==> src/rtl/pulp_cluster_package.sv <==
// -----------------------------------------------------------------------------
// pulp_cluster_package
// Shared definitions for the cluster peripheral scheduler: peripheral slave
// count and index map, the error response word, the scheduler FSM state
// encoding and the address-to-slave decode helper.
// No ports (package).
// -----------------------------------------------------------------------------
package pulp_cluster_package;

   localparam int NB_SPERIPHS = 10;

   localparam int SPER_EOC_ID         = 0;
   localparam int SPER_TIMER_ID       = 1;
   localparam int SPER_EVENT_U_ID     = 2;   // two consecutive windows: 2 and 3
   localparam int SPER_HWPE_ID        = 4;
   localparam int SPER_ICACHE_CTRL_ID = 5;
   localparam int SPER_DMA_CL_ID      = 6;
   localparam int SPER_DMA_FC_ID      = 7;
   localparam int SPER_DECOMP_ID      = 8;
   localparam int SPER_EXT_ID         = 9;
   localparam int SPER_ERROR_ID       = NB_SPERIPHS;

   localparam logic [31:0] SPER_ERROR_DATA = 32'hBADACCE5;

   typedef enum logic [1:0] {
      SCHED_IDLE,
      SCHED_REQ,
      SCHED_RESP,
      SCHED_ERR
   } sched_state_e;

   // 1 KiB peripheral windows: slave index lives in address bits [13:10]
   function automatic logic [3:0] sper_index(input logic [31:0] addr);
      return addr[13:10];
   endfunction

endpackage

==> src/rtl/periph_rr_picker.sv <==
// -----------------------------------------------------------------------------
// periph_rr_picker
// Round-robin request picker: scans the request vector starting at the
// pointer position (wrapping) and returns the first requester.
// Ports:
//   req_i    in  NB_MASTERS  request vector
//   ptr_i    in  PTR_W       position with highest priority
//   gnt_o    out NB_MASTERS  one-hot winner (all zero when no request)
//   valid_o  out 1           a winner exists
// -----------------------------------------------------------------------------
module periph_rr_picker #(
   parameter int NB_MASTERS = 8,
   parameter int PTR_W      = (NB_MASTERS > 1) ? $clog2(NB_MASTERS) : 1
) (
   input  logic [NB_MASTERS-1:0] req_i,
   input  logic [PTR_W-1:0]      ptr_i,
   output logic [NB_MASTERS-1:0] gnt_o,
   output logic                  valid_o
);

   logic [PTR_W-1:0] pos;

   always_comb begin
      gnt_o   = '0;
      valid_o = 1'b0;
      pos     = '0;
      for (int unsigned k = 0; k < NB_MASTERS; k++) begin
         pos = PTR_W'((32'(ptr_i) + k) % NB_MASTERS);
         if (!valid_o && req_i[pos]) begin
            gnt_o[pos] = 1'b1;
            valid_o    = 1'b1;
         end
      end
   end

endmodule

==> src/rtl/cluster_periph_sched.sv <==
// -----------------------------------------------------------------------------
// cluster_periph_sched
// Serialises core accesses to the cluster peripherals: one transaction in
// flight, round-robin arbitration among masters, address-decoded slave
// select, error response for unmapped windows and for slaves that do not
// answer within TIMEOUT cycles of the grant.
// Ports:
//   clk_i, rst_i                       clock, synchronous active-high reset
//   m_req_i/m_add_i/m_wen_i/
//   m_wdata_i/m_be_i                   per-master request payload (wen 1=read)
//   m_gnt_o                            one-hot grant (IDLE only)
//   m_r_valid_o/m_r_rdata_o/m_r_opc_o  response to the winning master (opc 1=error)
//   s_req_o/s_add_o/s_wen_o/
//   s_wdata_o/s_be_o                   request to the selected slave
//   s_gnt_i/s_r_valid_i/
//   s_r_rdata_i/s_r_opc_i              per-slave handshake and response
// -----------------------------------------------------------------------------
module cluster_periph_sched
   import pulp_cluster_package::*;
#(
   parameter int NB_MASTERS  = 8,
   parameter int NB_SPERIPHS = pulp_cluster_package::NB_SPERIPHS,
   parameter int TIMEOUT     = 255
) (
   input  logic                        clk_i,
   input  logic                        rst_i,
   input  logic [NB_MASTERS-1:0]       m_req_i,
   input  logic [NB_MASTERS-1:0][31:0] m_add_i,
   input  logic [NB_MASTERS-1:0]       m_wen_i,
   input  logic [NB_MASTERS-1:0][31:0] m_wdata_i,
   input  logic [NB_MASTERS-1:0][3:0]  m_be_i,
   output logic [NB_MASTERS-1:0]       m_gnt_o,
   output logic [NB_MASTERS-1:0]       m_r_valid_o,
   output logic [31:0]                 m_r_rdata_o,
   output logic                        m_r_opc_o,
   output logic [NB_SPERIPHS-1:0]      s_req_o,
   output logic [31:0]                 s_add_o,
   output logic                        s_wen_o,
   output logic [31:0]                 s_wdata_o,
   output logic [3:0]                  s_be_o,
   input  logic [NB_SPERIPHS-1:0]      s_gnt_i,
   input  logic [NB_SPERIPHS-1:0]      s_r_valid_i,
   input  logic [NB_SPERIPHS-1:0][31:0] s_r_rdata_i,
   input  logic [NB_SPERIPHS-1:0]      s_r_opc_i
);

   localparam int IW = (NB_MASTERS > 1) ? $clog2(NB_MASTERS) : 1;

   sched_state_e  state_q, state_d;
   logic [IW-1:0] ptr_q, ptr_d;
   logic [IW-1:0] win_q, win_d;
   logic [3:0]    idx_q, idx_d;
   logic [31:0]   add_q, add_d;
   logic [31:0]   wdata_q, wdata_d;
   logic          wen_q, wen_d;
   logic [3:0]    be_q, be_d;
   logic [31:0]   cnt_q, cnt_d;

   logic [NB_MASTERS-1:0] pick_oh;
   logic                  pick_valid;

   periph_rr_picker #(
      .NB_MASTERS (NB_MASTERS),
      .PTR_W      (IW)
   ) i_picker (
      .req_i   (m_req_i),
      .ptr_i   (ptr_q),
      .gnt_o   (pick_oh),
      .valid_o (pick_valid)
   );

   // Encoded winner and its payload
   logic [IW-1:0] pick_idx;
   logic [31:0]   pick_add, pick_wdata;
   logic          pick_wen;
   logic [3:0]    pick_be;

   always_comb begin
      pick_idx   = '0;
      pick_add   = '0;
      pick_wdata = '0;
      pick_wen   = 1'b0;
      pick_be    = '0;
      for (int unsigned k = 0; k < NB_MASTERS; k++) begin
         if (pick_oh[k]) begin
            pick_idx   = IW'(k);
            pick_add   = m_add_i[k];
            pick_wdata = m_wdata_i[k];
            pick_wen   = m_wen_i[k];
            pick_be    = m_be_i[k];
         end
      end
   end

   // Handshake of the latched slave only; everything else is ignored
   logic        sel_gnt, sel_valid, sel_opc;
   logic [31:0] sel_rdata;

   always_comb begin
      sel_gnt   = 1'b0;
      sel_valid = 1'b0;
      sel_opc   = 1'b0;
      sel_rdata = '0;
      for (int unsigned k = 0; k < NB_SPERIPHS; k++) begin
         if (idx_q == 4'(k)) begin
            sel_gnt   = s_gnt_i[k];
            sel_valid = s_r_valid_i[k];
            sel_opc   = s_r_opc_i[k];
            sel_rdata = s_r_rdata_i[k];
         end
      end
   end

   // Counter is 0 in the first cycle after the grant, so the TIMEOUT-th
   // waiting cycle is the one where it reads TIMEOUT-1.
   logic timeout;
   assign timeout = (cnt_q == 32'(TIMEOUT - 1));

   logic        gnt_en, sreq_en, resp_valid, resp_opc;
   logic [31:0] resp_rdata;

   always_comb begin
      state_d    = state_q;
      ptr_d      = ptr_q;
      win_d      = win_q;
      idx_d      = idx_q;
      add_d      = add_q;
      wdata_d    = wdata_q;
      wen_d      = wen_q;
      be_d       = be_q;
      cnt_d      = cnt_q;
      gnt_en     = 1'b0;
      sreq_en    = 1'b0;
      resp_valid = 1'b0;
      resp_opc   = 1'b0;
      resp_rdata = '0;

      unique case (state_q)
         SCHED_IDLE: begin
            if (pick_valid) begin
               gnt_en  = 1'b1;
               ptr_d   = (pick_idx == IW'(NB_MASTERS - 1)) ? '0 : pick_idx + IW'(1);
               win_d   = pick_idx;
               idx_d   = sper_index(pick_add);
               add_d   = pick_add;
               wdata_d = pick_wdata;
               wen_d   = pick_wen;
               be_d    = pick_be;
               cnt_d   = '0;
               state_d = ({28'd0, sper_index(pick_add)} < 32'(SPER_ERROR_ID)) ? SCHED_REQ : SCHED_ERR;
            end
         end
         SCHED_REQ: begin
            cnt_d = cnt_q + 32'd1;
            if (timeout) begin
               resp_valid = 1'b1;
               resp_rdata = SPER_ERROR_DATA;
               resp_opc   = 1'b1;
               state_d    = SCHED_IDLE;
            end else begin
               sreq_en = 1'b1;
               if (sel_gnt) state_d = SCHED_RESP;
            end
         end
         SCHED_RESP: begin
            cnt_d = cnt_q + 32'd1;
            // a response arriving in the timeout cycle is still delivered
            if (sel_valid) begin
               resp_valid = 1'b1;
               resp_rdata = sel_rdata;
               resp_opc   = sel_opc;
               state_d    = SCHED_IDLE;
            end else if (timeout) begin
               resp_valid = 1'b1;
               resp_rdata = SPER_ERROR_DATA;
               resp_opc   = 1'b1;
               state_d    = SCHED_IDLE;
            end
         end
         SCHED_ERR: begin
            resp_valid = 1'b1;
            resp_rdata = SPER_ERROR_DATA;
            resp_opc   = 1'b1;
            state_d    = SCHED_IDLE;
         end
         default: state_d = SCHED_IDLE;
      endcase

      // a transaction cut by reset is abandoned silently
      if (rst_i) begin
         gnt_en     = 1'b0;
         sreq_en    = 1'b0;
         resp_valid = 1'b0;
         resp_opc   = 1'b0;
         resp_rdata = '0;
      end
   end

   always_ff @(posedge clk_i) begin
      if (rst_i) begin
         state_q <= SCHED_IDLE;
         ptr_q   <= '0;
         win_q   <= '0;
         idx_q   <= '0;
         add_q   <= '0;
         wdata_q <= '0;
         wen_q   <= 1'b0;
         be_q    <= '0;
         cnt_q   <= '0;
      end else begin
         state_q <= state_d;
         ptr_q   <= ptr_d;
         win_q   <= win_d;
         idx_q   <= idx_d;
         add_q   <= add_d;
         wdata_q <= wdata_d;
         wen_q   <= wen_d;
         be_q    <= be_d;
         cnt_q   <= cnt_d;
      end
   end

   assign m_gnt_o     = gnt_en ? pick_oh : '0;
   assign m_r_rdata_o = resp_rdata;
   assign m_r_opc_o   = resp_opc;
   assign s_add_o     = add_q;
   assign s_wdata_o   = wdata_q;
   assign s_wen_o     = wen_q;
   assign s_be_o      = be_q;

   always_comb begin
      m_r_valid_o = '0;
      for (int unsigned k = 0; k < NB_MASTERS; k++) begin
         m_r_valid_o[k] = resp_valid && (win_q == IW'(k));
      end
   end

   always_comb begin
      s_req_o = '0;
      for (int unsigned k = 0; k < NB_SPERIPHS; k++) begin
         s_req_o[k] = sreq_en && (idx_q == 4'(k));
      end
   end

endmodule

==> config.mk <==
export PLATFORM = sky130hd
export DESIGN_NAME = cluster_periph_sched
export DESIGN_NICKNAME = d
export VERILOG_FILES = /design/src/rtl/pulp_cluster_package.sv /design/src/rtl/periph_rr_picker.sv /design/src/rtl/cluster_periph_sched.sv
export SDC_FILE = /design/constraint.sdc
export NUM_CORES = 1
export LEC_CHECK = 0
export BUFFER_PORTS_ARGS = -buffer_cell sky130_fd_sc_hd__clkbuf_2
export CAP_MARGIN = 10
export CELL_PAD_IN_SITES_DETAIL_PLACEMENT = 0
export CELL_PAD_IN_SITES_GLOBAL_PLACEMENT = 2
export CORE_AREA = 2 2 410 412
export DETAILED_ROUTE_END_ITERATION = 7
export DIE_AREA = 0 0 412 414
export MAX_ROUTING_LAYER = met4
export PLACE_DENSITY_LB_ADDON = 0.1
export SYNTH_ARGS = -nofsm -noshare
export SYNTH_HDL_FRONTEND = slang
export SYNTH_SLANG_ARGS = --single-unit
==> constraint.sdc <==
create_clock -name clk_i -period 6.7 [get_ports clk_i]
set_clock_uncertainty 0.15 [all_clocks]
set_input_delay 0.67 -clock clk_i [delete_from_list [all_inputs] [get_ports clk_i]]
set_output_delay 0.67 -clock clk_i [all_outputs]
set_load 0.005 [all_outputs]
==> metrics.cfg, run 1 <==
[final_layout]
layout-drive-gt1-share_pct = 44.61
final_nets = 3685
syn_to_final_growth_pct = 60.86
post-route-util_pct = 13.01

[route]
remaining_drc_errors = 0
firstDrtPassIters = 6
vias = 20865
ant_nets = 0
via_per_inst = 4.156
drtIter0Drc = 1432
routedWlPerCell_um = 31.53
wirelength_um = 158300

[flow_run]
cap_violations = 0

[grt]
first_global_vias = 21806
grt.total_usage_pct = 18.28
grt_pass1_wl_um = 206600
grt_max_degree = 128
overflow = 0
antenna_found_initial = 76

[timing]
slew_headroom_pct = 18.55
fin_crit_ns = 6.067
fmax_mhz = 164.8
fin_crit_sh_pct = 90.56
rsz0062_at_grt = no
setup-tns-final_ns = 0
drv_slew = 0
worst_pin_slew_ns = 1.222
setup_viol = 0
hold_viol = 0

[synthesis]
ys_warn_count = 0
synth_cell_types = 75
yosys-top-cells-area = dfxtp_1, a221oi_1, o21ai_0, a211oi_2, a22oi_1
ys_seq_area_share_pct = 16.23
synth_edf_count = 0
ys_async_sr_fraction_pct = 0
syn_inst = 1876
synth-seq-cells = 109
yosysTopAreaCellShare_pct = 16.23
syn-num-nets = 2802
netlist_area_um2 = 13450
synth_common_cells = nor2_1, o21ai_0, clkbuf_1, nand2_1, a21oi_1
yosysTopAreaCell = dfxtp_1
syn_area_per_cell_um2 = 7.167
synthFlopType = dfxtp_1

[clock_network]
clockBufferDepth = 2
cts.sinks = 109
postCtsSetupBuffers = 0
cts_tree = yes
cts-root-buf = clkbuf_16
htreeDepth = 3
clkTransAtPathRegs_ns = 0.10
cts_hold_buffers = 0
numCtsBuffers = 9
post_cts_resized = 0
worstSkewPairLatency_ns = 0.44

[floorplan]
core_um2 = 166300
die_area_um2 = 170600
die_width_um = 412
num_rows = 150
die_h_um = 414
ios = 1040
start_util_pct = 8.086

[pwr]
p_leak_uw = 0.008649
p_per_area_nw_per_um2 = 427.6
ir_worst_vdd_mv = 0.2035

[place]
io_buffer_count = 1039
place.gp.congestion = 0.8970
dp_hpwl_um = 128000

[critical_path]
timing_worst_setup_path_type = reg -> reg
r2r_end = state_q[1]
r2r_setup_slack_ns = 0.63
crit_required_ns = 6.84
path_max_fanout = 127
start_kind = flip-flop
arrival_ns = 6.21
r2r_cells = 14
endpoint_kind = flip-flop
reg2reg_from = ptr_q[1]

[min_path]
min-delay-path-class = reg -> reg
hold_end = cnt_q[31]
worstHoldPathCells = 2
holdCritStartpoint = cnt_q[31]

[status]
status = finished, final reports clean

-- cell type report --
class / count / area, um^2
clock inverters: 5 / 66.31
diodes: 52 / 130.1
flip-flops and latches: 109 / 2182
fillers: 19661 / 144700
multi-input cells: 1522 / 10370
inverters: 22 / 82.58
clock buffers: 11 / 252.7
repair buffers: 1095 / 5787
well taps: 2204 / 2758
-- cell families (layout without fill, tap and decap cells) --
group | Yosys count | after routing | share of synthesized area [%]
buffers and inverters | 245 | 1133 | 8.105
other | 0 | 52 | 0
adder cells (fa/ha/maj) | 14 | 14 | 1.303
AND/OR/NAND/NOR | 661 | 661 | 24.59
AO/OA/AOI/OAI | 776 | 776 | 43.65
XOR/XNOR | 32 | 32 | 2.196
flip-flops | 109 | 109 | 16.23
multiplexers | 39 | 39 | 3.927
-- routing by layer --
layer | vias to the layer above | routed length [um] | GRT usage [%]
li1 | 9266 | - | -
met2 | 994 | 82320 | 33.18
met1 | 10479 | 58970 | 18.86
met3 | 126 | 12220 | 5.189
met5 | - | 0 | -
met4 | 0 | 4789 | 5.635
-- power by group --
part	internal, uW	total (uW)	switching (uW)
Clock	316	684	367
Combinational	2670	7550	4880
Sequential	818	1020	199
Total	3800	9250	5440
-- sequential cells by signal, indices dropped and copies added (netlist names) --
name,cells
cnt_q,32
idx_q,3
ptr_q,3
s_add_o,29
s_be_o,4
s_wdata_o,32
s_wen_o,1
state_q,2
win_q,3
-- worst max path at each step --
| stage | from | depth (start not counted) | slack (ns) | endpoint |
|---|---|---|---|---|
| floorplan | ptr_q[0] | 15 | 2.09 | m_gnt_o[6] |
| global placement | ptr_q[1] | 12 | 0.13 | s_add_o[13] |
| detailed placement | ptr_q[1] | 14 | 0.47 | state_q[1] |
| CTS | ptr_q[1] | 14 | 0.46 | state_q[1] |
| global route | ptr_q[1] | 14 | 0.18 | state_q[1] |
| finish | ptr_q[1] | 14 | 0.63 | state_q[1] |
-- stage by stage --
stage | area [um^2] | hold WS (ns) | power (uW) | setup WS [ns] | cells
after floorplan | 13450 | 0.3085 | 5472 | 2.092 | 1876
after global placement | 21170 | 0.3241 | 8808 | 0.1256 | 4951
after detailed placement | 21180 | 0.3372 | 8772 | 0.4731 | 4952
after CTS | 21500 | 0.3521 | 9524 | 0.4590 | 4968
after global routing | 21620 | 0.3770 | 9980 | 0.1806 | 5015
final | 21630 | 0.3511 | 9248 | 0.6328 | 5020
-- worst max-delay path, cell delays in order (launching register included) --
cell	delay, ns
dfxtp_1	0.31
buf_4	0.28
inv_1	0.13
ha_1	0.90
mux2i_1	0.28
mux4_2	0.55
a22oi_4	0.39
nor3_2	0.11
buf_4	0.24
a221oi_4	0.49
buf_12	0.35
a21oi_1	0.40
o41ai_1	0.59
buf_2	0.26
o32ai_1	0.09
-- cell usage in the layout, fill, tap and decap left out, types with 71 or more instances in the layout --
master / n
o21ai_0: 162
dfxtp_1: 109
nand2_1: 134
a22oi_1: 100
nand3_1: 108
nand4_1: 92
a21oi_1: 113
clkbuf_2: 1038
or3_1: 71
nor2_1: 160
a221oi_1: 93
Note: power is estimated with default switching activity, not from simulation.
==> run 2, diff against run 1 <==
--- a/config.mk
+++ b/config.mk
@@ -5,15 +5,17 @@
 export SDC_FILE = /design/constraint.sdc
 export NUM_CORES = 1
 export LEC_CHECK = 0
+export ABC_AREA = 1
 export BUFFER_PORTS_ARGS = -buffer_cell sky130_fd_sc_hd__clkbuf_2
 export CAP_MARGIN = 10
 export CELL_PAD_IN_SITES_DETAIL_PLACEMENT = 0
 export CELL_PAD_IN_SITES_GLOBAL_PLACEMENT = 2
-export CORE_AREA = 2 2 410 412
+export CORE_AREA = 2 2 400 402
 export DETAILED_ROUTE_END_ITERATION = 7
-export DIE_AREA = 0 0 412 414
+export DIE_AREA = 0 0 402 404
 export MAX_ROUTING_LAYER = met4
 export PLACE_DENSITY_LB_ADDON = 0.1
+export SLEW_MARGIN = 10
 export SYNTH_ARGS = -nofsm -noshare
 export SYNTH_HDL_FRONTEND = slang
 export SYNTH_SLANG_ARGS = --single-unit
==> metrics.cfg, run 2 <==
[status]
status = finished, final reports clean

[grt]
grt.total_usage_pct = 19.73
grt_pass1_wl_um = 212200
overflow = 0
first_global_vias = 23062
antenna_found_initial = 85
grt_max_degree = 122

[clock_network]
clkTransAtPathRegs_ns = 0.08
cts-root-buf = clkbuf_16
worstSkewPairLatency_ns = 0.43
cts.sinks = 109
htreeDepth = 3
post_cts_resized = 0
cts_hold_buffers = 0
clockBufferDepth = 2
postCtsSetupBuffers = 0
cts_tree = yes
numCtsBuffers = 9

[critical_path]
critPathTopFamily = simple AND/OR/NAND/NOR gates
path_max_fanout = 20
crit_buf_inv = 6
crit_slowest_cell = ha_1
critPathLaunch = ptr_q[1]
timing_worst_setup_path_type = reg -> out
cpPeakStageDelay_ns = 0.53
reg2reg_from = ptr_q[1]
endpoint_kind = primary output
path_cells = inv_1 -> ha_1 -> inv_1 -> nand3_1 -> nand3_1 -> nand2_1 -> nor2_2 -> nand4_2 -> nor2_2 -> nand2_1 -> o21ai_4 -> buf_4 -> nor2_1 -> buf_4 -> nand2_1 -> inv_1 -> clkbuf_2
arrival_ns = 4.55
start_kind = flip-flop
crit_required_ns = 5.88

[timing]
hold_viol = 0
fin_crit_ns = 5.371
slew_headroom_pct = 27.66
fin_crit_sh_pct = 80.16
setup_viol = 0
rsz0062_at_grt = no
fmax_mhz = 186.2
setup-tns-final_ns = 0
worst_pin_slew_ns = 1.085
drv_slew = 0
whs_ns = 0.3187

[route]
remaining_drc_errors = 0
via_per_inst = 3.864
routedWlPerCell_um = 28.65
firstDrtPassIters = 5
vias = 21711
drtIter0Drc = 1136
ant_nets = 0
wirelength_um = 161000

[place]
dp_hpwl_um = 135400
io_buffer_count = 1039
place.gp.congestion = 0.8598
postPlaceCellArea_um2 = 21350

[synthesis]
ys_async_sr_fraction_pct = 0
netlist_area_um2 = 13850
syn_inst = 2588
ys_seq_area_share_pct = 15.76
yosys-top-cells-area = nand2_1, a21oi_1, dfxtp_1, nand3_1, inv_1
syn-num-nets = 3514
syn_area_per_cell_um2 = 5.350
synth-seq-cells = 109
yosysTopAreaCell = nand2_1
synthFlopType = dfxtp_1
synth_edf_count = 0
yosysTopAreaCellShare_pct = 25.89
synth_common_cells = nand2_1, a21oi_1, inv_1, nand3_1
ys_warn_count = 0
yosysMostFrequentCell = nand2_1
synth_cell_types = 47

[floorplan]
die_width_um = 402
ios = 1040
die_h_um = 404
core_um2 = 157800
die_area_um2 = 162400
start_util_pct = 8.773
num_rows = 146

[final_layout]
final_nets = 4419
stdcell_area_um2 = 21770
layout-drive-gt1-share_pct = 32.79
syn_to_final_growth_pct = 57.19
final_cell_mix = clkbuf_2, nand2_1, a21oi_1
layout_commonest_cell = clkbuf_2

[pwr]
p_per_area_nw_per_um2 = 530.0
p_leak_uw = 0.01055
ir_worst_vdd_mv = 0.2771

[min_path]
holdCritStartpoint = s_wdata_o[5]
min-delay-path-class = reg -> reg

[flow_run]
cap_violations = 0

## run 2: path summary, 6_finish.rpt
path | slack, ns | cells past startpoint | end
worst max-delay path | 1.33 | 17 | m_gnt_o[2]
worst min-delay path | 0.32 | 2 | s_wdata_o[5]
worst max register to register | 1.44 | 24 | s_add_o[13]
worst min register to register | 0.32 | 2 | s_wdata_o[5]
## run 2: logic make-up after synthesis
family                     after synthesis  share of synthesized area, %
and+or+nand+nor                       1325                         39.81
AOI/OAI and AO/OA                      773                         31.80
xor gates and xnor gates                12                        0.8133
DFF                                    109                         15.76
adders and majority gates               14                         1.265
buffers and inverters                  355                         10.55
## run 2: where the power goes
| part | internal (uW) | switching [uW] | total [uW] |
|---|---|---|---|
| Combinational | 2910 | 7080 | 9990 |
| Sequential | 804 | 108 | 913 |
| Clock | 293 | 345 | 638 |
| Total | 4010 | 7530 | 11500 |
## run 2: worst register-to-register path: stages, from the launching register on
cell and delay (ns):
dfxtp_1 0.49, inv_1 0.24, ha_1 0.64, inv_1 0.32, nand3_1 0.20, nand2_1 0.10
nand2_1 0.07, nand2_1 0.09, nand3_1 0.25, nor2_1 0.08, nor2_1 0.12, nand3_1 0.10
nor2_1 0.18, nand3_4 0.55, buf_4 0.48, nand2_1 0.09, nand3_1 0.08, nand2_1 0.23
nand2_1 0.11, nand2_1 0.08, nand2_1 0.10, nand2_1 0.15, nand3_1 0.09, o211ai_1 0.12
inv_1 0.05
## run 2: layout make-up
class                      count  area (um^2)
antenna                       49        122.6
clock buffer                  11        232.7
clock inverter                 5        58.81
fill                       19004       136100
inverter                     163        618.1
multi-input combinational   2124        10300
sequential                   109         2182
tap                         2072         2592
timing repair buffer        1086         5655
## run 2: through the flow
step                total power [uW]  instances  utilization [%]  setup slack, ns
CTS                            12000       5570            13.71            1.101
finish                         11540       5619            13.79            1.329
global placement               11360       5554            13.53            1.262
detailed placement             11270       5554            13.53            1.257
global route                   12900       5615            13.78           0.7722
floorplan                       6758       2588                -            2.913
## run 2: routing by layer
metal	track usage (%)	up-vias	routed length, um
li1	-	10598	-
met1	22.29	10274	66390
met2	35.27	738	82190
met3	5.584	101	10420
met4	2.427	0	2008
met5	-	-	0
